File: config.mk
export PLATFORM = sky130hd
export DESIGN_NAME = reload_divider
export DESIGN_NICKNAME = d
export VERILOG_FILES = /design/src/rtl/reload_divider_pkg.sv /design/src/rtl/reload_divider.sv
export SDC_FILE = /design/constraint.sdc
export NUM_CORES = 1
export LEC_CHECK = 0
export CORE_MARGIN = 10
export CORE_UTILIZATION = 40
export CTS_BUF_LIST = sky130_fd_sc_hd__clkbuf_8
export CTS_CLUSTER_SIZE = 28
export DETAILED_ROUTE_END_ITERATION = 8
export PLACE_DENSITY = 0.7
export SYNTH_ARGS = -nofsm -noshare
export SYNTH_HDL_FRONTEND = slang
export SYNTH_SLANG_ARGS = --single-unit
File: constraint.sdc
create_clock -name clk -period 3.25 [get_ports clk]
set_input_delay 0.975 -clock clk [delete_from_list [all_inputs] [get_ports clk]]
set_output_delay 0.975 -clock clk [all_outputs]
set_load 0.005 [all_outputs]
File: src/rtl/reload_divider_pkg.sv
// Shared definitions for the reload divider and its companion up-counter:
// state encoding and the default register width.
package reload_divider_pkg;

  localparam int DEFAULT_WIDTH = 8;

  typedef enum logic {
    IDLE = 1'b0,
    RUN  = 1'b1
  } state_t;

endpackage

File: src/rtl/reload_divider.sv
// Programmable divider on a loadable down-counter: one-cycle tick at terminal
// count plus a near-50% clk_out, with divisor updates shadowed until reload.
module reload_divider
  import reload_divider_pkg::*;
#(
  parameter int WIDTH = DEFAULT_WIDTH
) (
  input  logic             clk,
  input  logic             rst,
  input  logic             en,
  input  logic             ld,
  input  logic [WIDTH-1:0] din,
  output logic [WIDTH-1:0] count,
  output logic             tick,
  output logic             clk_out,
  output logic             pending,
  output logic             running
);

  state_t           state, state_next;
  logic [WIDTH-1:0] active, active_next;
  logic [WIDTH-1:0] shadow, shadow_next;
  logic [WIDTH-1:0] count_next;
  logic [WIDTH-1:0] reload;
  logic             pending_next;
  logic             clk_out_next;

  assign running = (state == RUN);
  assign tick    = (state == RUN) && en && (count == '0);

  always_comb begin
    state_next   = state;
    active_next  = active;
    shadow_next  = shadow;
    count_next   = count;
    pending_next = pending;
    clk_out_next = clk_out;
    reload       = active;

    case (state)
      IDLE: begin
        if (ld) begin
          state_next   = RUN;
          active_next  = din;
          count_next   = din;
          clk_out_next = din > (din >> 1);
        end
      end
      RUN: begin
        if (en) begin
          if (count == '0) begin
            // A load landing on terminal count bypasses the shadow entirely.
            if (ld) begin
              reload = din;
            end else if (pending) begin
              reload = shadow;
            end else begin
              reload = active;
            end
            active_next  = reload;
            count_next   = reload;
            pending_next = 1'b0;
          end else begin
            count_next = count - 1'b1;
          end
          clk_out_next = count_next > (active_next >> 1);
        end
        if (ld && !tick) begin
          shadow_next  = din;
          pending_next = 1'b1;
        end
      end
      default: begin
        state_next = IDLE;
      end
    endcase
  end

  always_ff @(posedge clk or negedge rst) begin
    if (!rst) begin
      state   <= IDLE;
      active  <= '0;
      shadow  <= '0;
      count   <= '0;
      pending <= 1'b0;
      clk_out <= 1'b0;
    end else begin
      state   <= state_next;
      active  <= active_next;
      shadow  <= shadow_next;
      count   <= count_next;
      pending <= pending_next;
      clk_out <= clk_out_next;
    end
  end

endmodule
==> results of run 1 <==
-- flip-flops by register name, summed over array words and instances (netlist names) --
name,flops
active,8
count,8
shadow,8
clk_out,1
pending,1
running,1
-- area by class of cell --
| type | count | area share (%) |
|---|---|---|
| clock inverters | 1 | 0.142 |
| multi-input cells | 179 | 52.1 |
| well taps | 70 | 3.31 |
| flip-flops and latches | 27 | 25.6 |
| repair buffers | 47 | 15.6 |
| clock buffers | 3 | 1.56 |
| inverters | 12 | 1.70 |
-- power by group --
group          total [mW]  switching [mW]  internal, mW
Clock               0.199           0.114        0.0852
Sequential          0.537           0.124         0.413
Combinational       0.731           0.336         0.394
Total                1.47           0.574         0.892
-- layer usage --
metal  vias up  part of all wire, %  global-route usage [%]
met1       955                   45                    16.6
met2        65                   47                    23.2
met3        17                  5.7                    3.04
met5         -                    0                       0
li1        931                    -                       -
met4         0                  2.5                    4.05
-- worst register-to-register path: cells and delay by family, from the launching register on --
family,cells,cell delay (ns)
buffers and inverters,2,0.24
DFF,1,0.46
muxes,1,0.26
adders and majority gates,2,0.44
AOI/OAI and AO/OA,3,0.46
and+or+nand+nor,3,0.97
-- cells in the final DEF, fill, tap and decap left out, types with 3 or more instances in the layout --
cell type        Yosys  routed
dfrtp_1             27      26
buf_4                0      24
nor2_1              23      22
clkdlybuf4s50_1      0      22
nand2_1             18      18
o21ai_0             14      14
ha_1                14      14
mux2i_1             13      13
a21oi_1             13      13
inv_1               11      12
mux2_4               8       8
mux2_2               5       5
nand3_1              5       5
nand2b_1             4       4
nor3_1               4       4
a211oi_1             4       4
o21a_1               3       3
nor2b_1              3       3
o2111ai_1            3       3
clkbuf_8             0       3
-- metrics by stage --
stage | power (mW) | setup slack (ns) | TNS (ns) | hold WS, ns
finish | 1.47 | 0.167 | 0 | 0.519
global route | 1.58 | 0.00654 | 0 | 0.539
CTS | 1.47 | 0.0274 | 0 | 0.523
detailed placement | 1.27 | -0.115 | -0.144 | 0.500
global placement | 1.24 | -0.0569 | -0.109 | 0.493
floorplan | 0.976 | 0.551 | 0 | 0.476
-- final timing paths --
path / to / slack, ns
min reg2reg: shadow[5] / 0.52
max reg2reg: clk_out / 0.35
min in group asynchronous: shadow[0] / 1.07
max: clk_out / 0.17
max in group asynchronous: count[1] / 1.89
min: shadow[5] / 0.52
-- kinds of logic after synthesis --
group / Yosys count / share of synthesized area, %
and+or+nand+nor: 73 / 19.5
AOI/OAI and AO/OA: 64 / 20.6
buffers and inverters: 26 / 5.85
muxes: 27 / 14.6
xor gates and xnor gates: 1 / 0.402
adders and majority gates: 14 / 8.04
DFF: 27 / 31.0
-- what timing repair did --
item,CTS,global route
pin swaps,0,1
resized for setup,1,2
buffers inserted,0,0
endpoints found under the setup margin,1,1
==> metrics.txt, run 1 <==
crit path launch type primary input; Synth top cells by count 27 x dfrtp_1, 23 x nor2_1, 18 x nand2_1, 14 x ha_1, 14 x o21ai_0; worst-margin pin slew 0.595 ns; FMAX 0.324 GHz; Yosys warnings 0; Layout fillers 491; Total GRT Usage 13.6%; area growth from synthesis to layout 21.4%; pin count of the biggest net entering global routing 28; final instance area 2650 µm²; synth top area cells dfrtp_1 31%, ha_1 8.0%, mux2i_1 6.0%; Post-Place Cells 335; ratio of cells with drive above 1 in the final layout 21.2%; via count of the first global-routing pass 1953; hold_sp shadow[5]; PD cells 554 nW/µm²; Vias 1968; top cell type's share of synthesized area 31.0%; final hold violations 0; Worst slew margin 60.0%; setup violators final 0; Root Driver clkbuf_8; Clock Latency Late Sink 0.28 ns; CP max-delay cell clkdlybuf4s50_1; Clk pin slew, worst setup/hold paths 0.10 ns; Worst Skew 0.00525 ns; CTS H-tree depth 1; post-route ant nets 0; DRC viols 0; min-delay worst type flop to flop; Worst Path Arrival 3.28 ns; crit share post-route 94.9%; crit path buf inv count 3; CP endpoint kind flop; status finished clean; drt total wl 5920 µm; CORE AREA 5200 µm²; multi-input logic area 1380 µm²; RSZ-0062 raised after global routing false; first-pass GRT wire length 9850 µm; Num CTS Buffers 3; EDFF count, synth 0; Crit path largest cell delay 0.48 ns; synthesized area per cell 9.39 µm²; Syn Nets 258; Routability Congestion 0.925; Yosys top cell by area dfrtp_1; Synth Flop Type dfrtp_1; ant diodes 0; worst r2r path cells 11; Tmin final 3.08 ns; Post-Synthesis Cells 232; DR pass1 iterations 5; Peak VDD IR 0.215 mV; Finished Core Util 50.8%; CTS tree done; crit path launch ld; Die W 93.8 µm; DRT iter0 DRCs 152; total congestion overflow 0; HPWL Detailed 4550 µm; most common cell in the netlist dfrtp_1; maxcap violations 0; PortBufs 23; Die Y 93.8 µm; Post-synth ARST share 100%; post-DR vias/cell 5.81; flops & latches, synth 27; critical path peak fanout 4; mapped cell area 2180 µm²; clock sink count 27; Hold Buf Count CTS 0; row cnt 26; delay-heaviest family, CP compound AO/OA/AOI/OAI gates; Reg area 677 µm²; Max Slew Vio Count 0; critical setup path kind primary input to flop; Initial Util 41.9%; clock buffer depth 2; leakage 1.23 nW; I/O pin total 24; final std cells w/o fill 339; Area after DPL 2590 µm²; Nets 296; Hold Crit Depth 1; drt wl/cell 17.5 µm; sequential element share of the synthesized area 31.0%; antenna violations before repair 0; Yosys cell types 62; CP cell instances clkdlybuf4s50_1 > clkinv_1 > buf_4 > a21boi_0 > nor2_1 > o21ai_0 > ha_1 > and4_1 > a41oi_1 > a21oi_1 > a211oi_1; reg2reg start count[1]; WP data required 3.45 ns; die area 8800 µm²; Worst path depth 11
Power figures use the tool's default switching activity.
==> run 2, diff against run 1 <==
--- a/config.mk
+++ b/config.mk
@@ -11,6 +11,7 @@
 export CTS_CLUSTER_SIZE = 28
 export DETAILED_ROUTE_END_ITERATION = 8
 export PLACE_DENSITY = 0.7
+export REMOVE_ABC_BUFFERS = 1
 export SYNTH_ARGS = -nofsm -noshare
 export SYNTH_HDL_FRONTEND = slang
 export SYNTH_SLANG_ARGS = --single-unit
==> constraint.sdc (replaced) <==
create_clock -name clk -period 3.8 [get_ports clk]
set_input_delay 1.14 -clock clk [delete_from_list [all_inputs] [get_ports clk]]
set_output_delay 1.14 -clock clk [all_outputs]
set_load 0.005 [all_outputs]
==> run 2 against run 1 <==
Net effect:
- first-iteration DRC count fell by 14%
- utilization decreased by 1.6 points
- highest routed layer unchanged
- sequential share of layout area is 0.79 points higher
- cell count shrank 3.5%
- count of clock-buffer cells in the layout did not move
- sequential cell count unchanged
- via count shrank 6.6%
- register-to-register slack improved by 0.43 ns
- routed wire length is 2.0% lower
- combinational power down 22%
- worst setup slack gained 0.11 ns
- sequential power shrank 12%
==> metrics.txt, run 2 (synthesis results as in run 1) <==
status finished clean; Area after DPL 2520 µm² (-3.0%); post-route ant nets 0 (unchanged); worst r2r dst clk_out; Internal Power 0.735 mW (-18%); worst r2r path cells 11 (unchanged); Reg power frac 39.1% (+2.5 points); ratio of cells with drive above 1 in the final layout 16.7% (-4.5 points); CTS H-tree depth 1 (unchanged); CP max-delay cell clkdlybuf4s50_1; maxcap violations 0 (unchanged); DRC viols 0 (unchanged); final instance area 2560 µm² (-3.2%); switching share of power 39.1% (about the same); WP data required 3.99 ns (+0.54 ns); RSZ-0062 raised after global routing false; setup violators final 0 (unchanged); min-delay worst type flop to flop; Clock Power Share 13.6% (about the same); setup TNS 0 ns (unchanged); Num CTS Buffers 3 (unchanged); worst-margin pin slew 0.679 ns (+0.0835 ns); crit path launch type primary input; Hold Buf Count CTS 0 (unchanged); Die W 93.8 µm (unchanged); ant diodes 0 (unchanged); Hold Crit Depth 1 (unchanged); drt wl/cell 17.7 µm (+1.6%); DR pass1 iterations 4 (-1); Vias 1839 (-6.6%); CORE AREA 5200 µm² (unchanged); Root Driver clkbuf_8; Min Hold Slack 0.513 ns (-0.00558 ns); clock sink count 27 (unchanged); critical setup path kind primary input to flop; FMAX 0.284 GHz; met2 routed WL 2850 µm (+1.8%); Layout fillers 504 (+2.6%); Metal-1 WL 2440 µm (-7.2%); Crit path largest cell delay 0.53 ns (+0.05 ns); antenna violations before repair 0 (unchanged); Nets 284 (-4.1%); critical path peak fanout 7 (+3); leakage 1.16 nW (-6.0%); Total GRT Usage 13.5% (-0.13 points); most common cell after layout, fill and taps aside dfrtp_1; Critical Path End clk_out; post-DR vias/cell 5.62 (-3.1%); Initial Util 41.9% (unchanged); area growth from synthesis to layout 17.6%; reg2reg start count[0]; Clk pin slew, worst setup/hold paths 0.09 ns (about the same); Worst path depth 10 (-1); Worst slew margin 54.4% (-5.6 points); Top Registers active: 8 flops, count: 8 flops, shadow: 8 flops; Routability Congestion 0.969 (+4.8%); DRT iter0 DRCs 131 (-14%); r2r setup slk 0.78 ns (+0.43 ns); row cnt 26 (unchanged); crit share post-route 92.7%; Comb pwr share 47.3% (-2.5 points); pin count of the biggest net entering global routing 28 (unchanged); die area 8800 µm² (unchanged); met3 wire length 419 µm (+23%); Worst Skew 0.00203 ns (-0.00322 ns); Max Slew Vio Count 0 (unchanged); CP cell instances clkdlybuf4s50_1 > clkinv_1 > mux2i_1 > o21ai_0 > a22o_1 > ha_1 > and4_1 > a41oi_1 > a21oi_1 > a211oi_1; Tmin final 3.52 ns; most frequent cells in the layout 27 x dfrtp_1, 23 x nor2_1, 23 x clkdlybuf4s50_1, 18 x nand2_1; I/O pin total 24 (unchanged); CTS resizes 0 (-1); Clock Latency Late Sink 0.27 ns (about the same); crit path launch ld; final hold violations 0 (unchanged); Die Y 93.8 µm (unchanged); delay-heaviest family, CP compound AO/OA/AOI/OAI gates; CP endpoint kind flop; via count of the first global-routing pass 1857 (-4.9%); CTS tree done; Peak VDD IR 0.244 mV (+13%); crit path buf inv count 2 (-1); HPWL Detailed 4360 µm (-4.3%); total congestion overflow 0 (unchanged); post-CTS setup buffer count 0 (unchanged); Design Power 1.21 mW (-18%); PD cells 471 nW/µm² (-15%); drt total wl 5800 µm (-2.0%); PortBufs 23 (unchanged); switching power 0.473 mW (-18%); Highest Signal Layer met4; first-pass GRT wire length 9690 µm (-1.6%); Worst Path Arrival 3.71 ns (+0.43 ns); clock buffer depth 2 (unchanged)
==> run 2: worst reg2reg max path, cell delays in order, from the launching register on <==
cell	delay, ns
dfrtp_1	0.48
inv_1	0.09
ha_1	0.18
buf_4	0.18
or4b_4	0.53
nor2_8	0.23
mux2i_1	0.25
ha_1	0.28
and4_1	0.22
a41oi_1	0.22
a21oi_1	0.09
a211oi_1	0.18
==> run 2: power by group through the flow <==
stage               sequential (mW)  combinational [mW]  clock, mW
floorplan                     0.450               0.359          0
CTS                           0.471               0.576      0.175
detailed placement            0.476               0.570          0
finish                        0.472               0.571      0.164
global route                  0.485               0.640      0.181
global placement              0.473               0.563          0
==> run 2: how the worst min path moves through the flow <==
stage	from	end	slack, ns
2_1_floorplan	shadow[5]	shadow[5]	0.48
3_3_place_gp	shadow[7]	shadow[7]	0.50
3_5_place_dp	shadow[4]	shadow[4]	0.49
4_1_cts	shadow[7]	shadow[7]	0.52
5_1_grt	shadow[7]	shadow[7]	0.53
6_report	shadow[7]	shadow[7]	0.51
==> run 2: layout make-up <==
class                           instances  area [µm²]  area share, %
Multi-Input combinational cell        179        1380           53.7
Sequential cell                        27         676           26.4
Timing Repair Buffer                   35         333           13.0
Tap cell                               70        87.6           3.42
Inverter                               12        45.0           1.76
Clock buffer                            3        41.3           1.61
Clock inverter                          1        3.75          0.146
==> run 2: routing by layer <==
layer / track usage [%] / up-vias
li1: - / 901
met1: 16.3 / 865
met2: 24.0 / 64
met3: 2.48 / 9
met4: 2.91 / 0
met5: 0 / -
==> run 2: stage by stage <==
step	std cells	setup WS [ns]	util, %
after floorplan	218	0.936	-
after global placement	323	0.107	48.4
after detailed placement	323	0.0269	48.4
after CTS	327	0.280	49.2
after global routing	327	0.0738	49.2
final	327	0.279	49.2
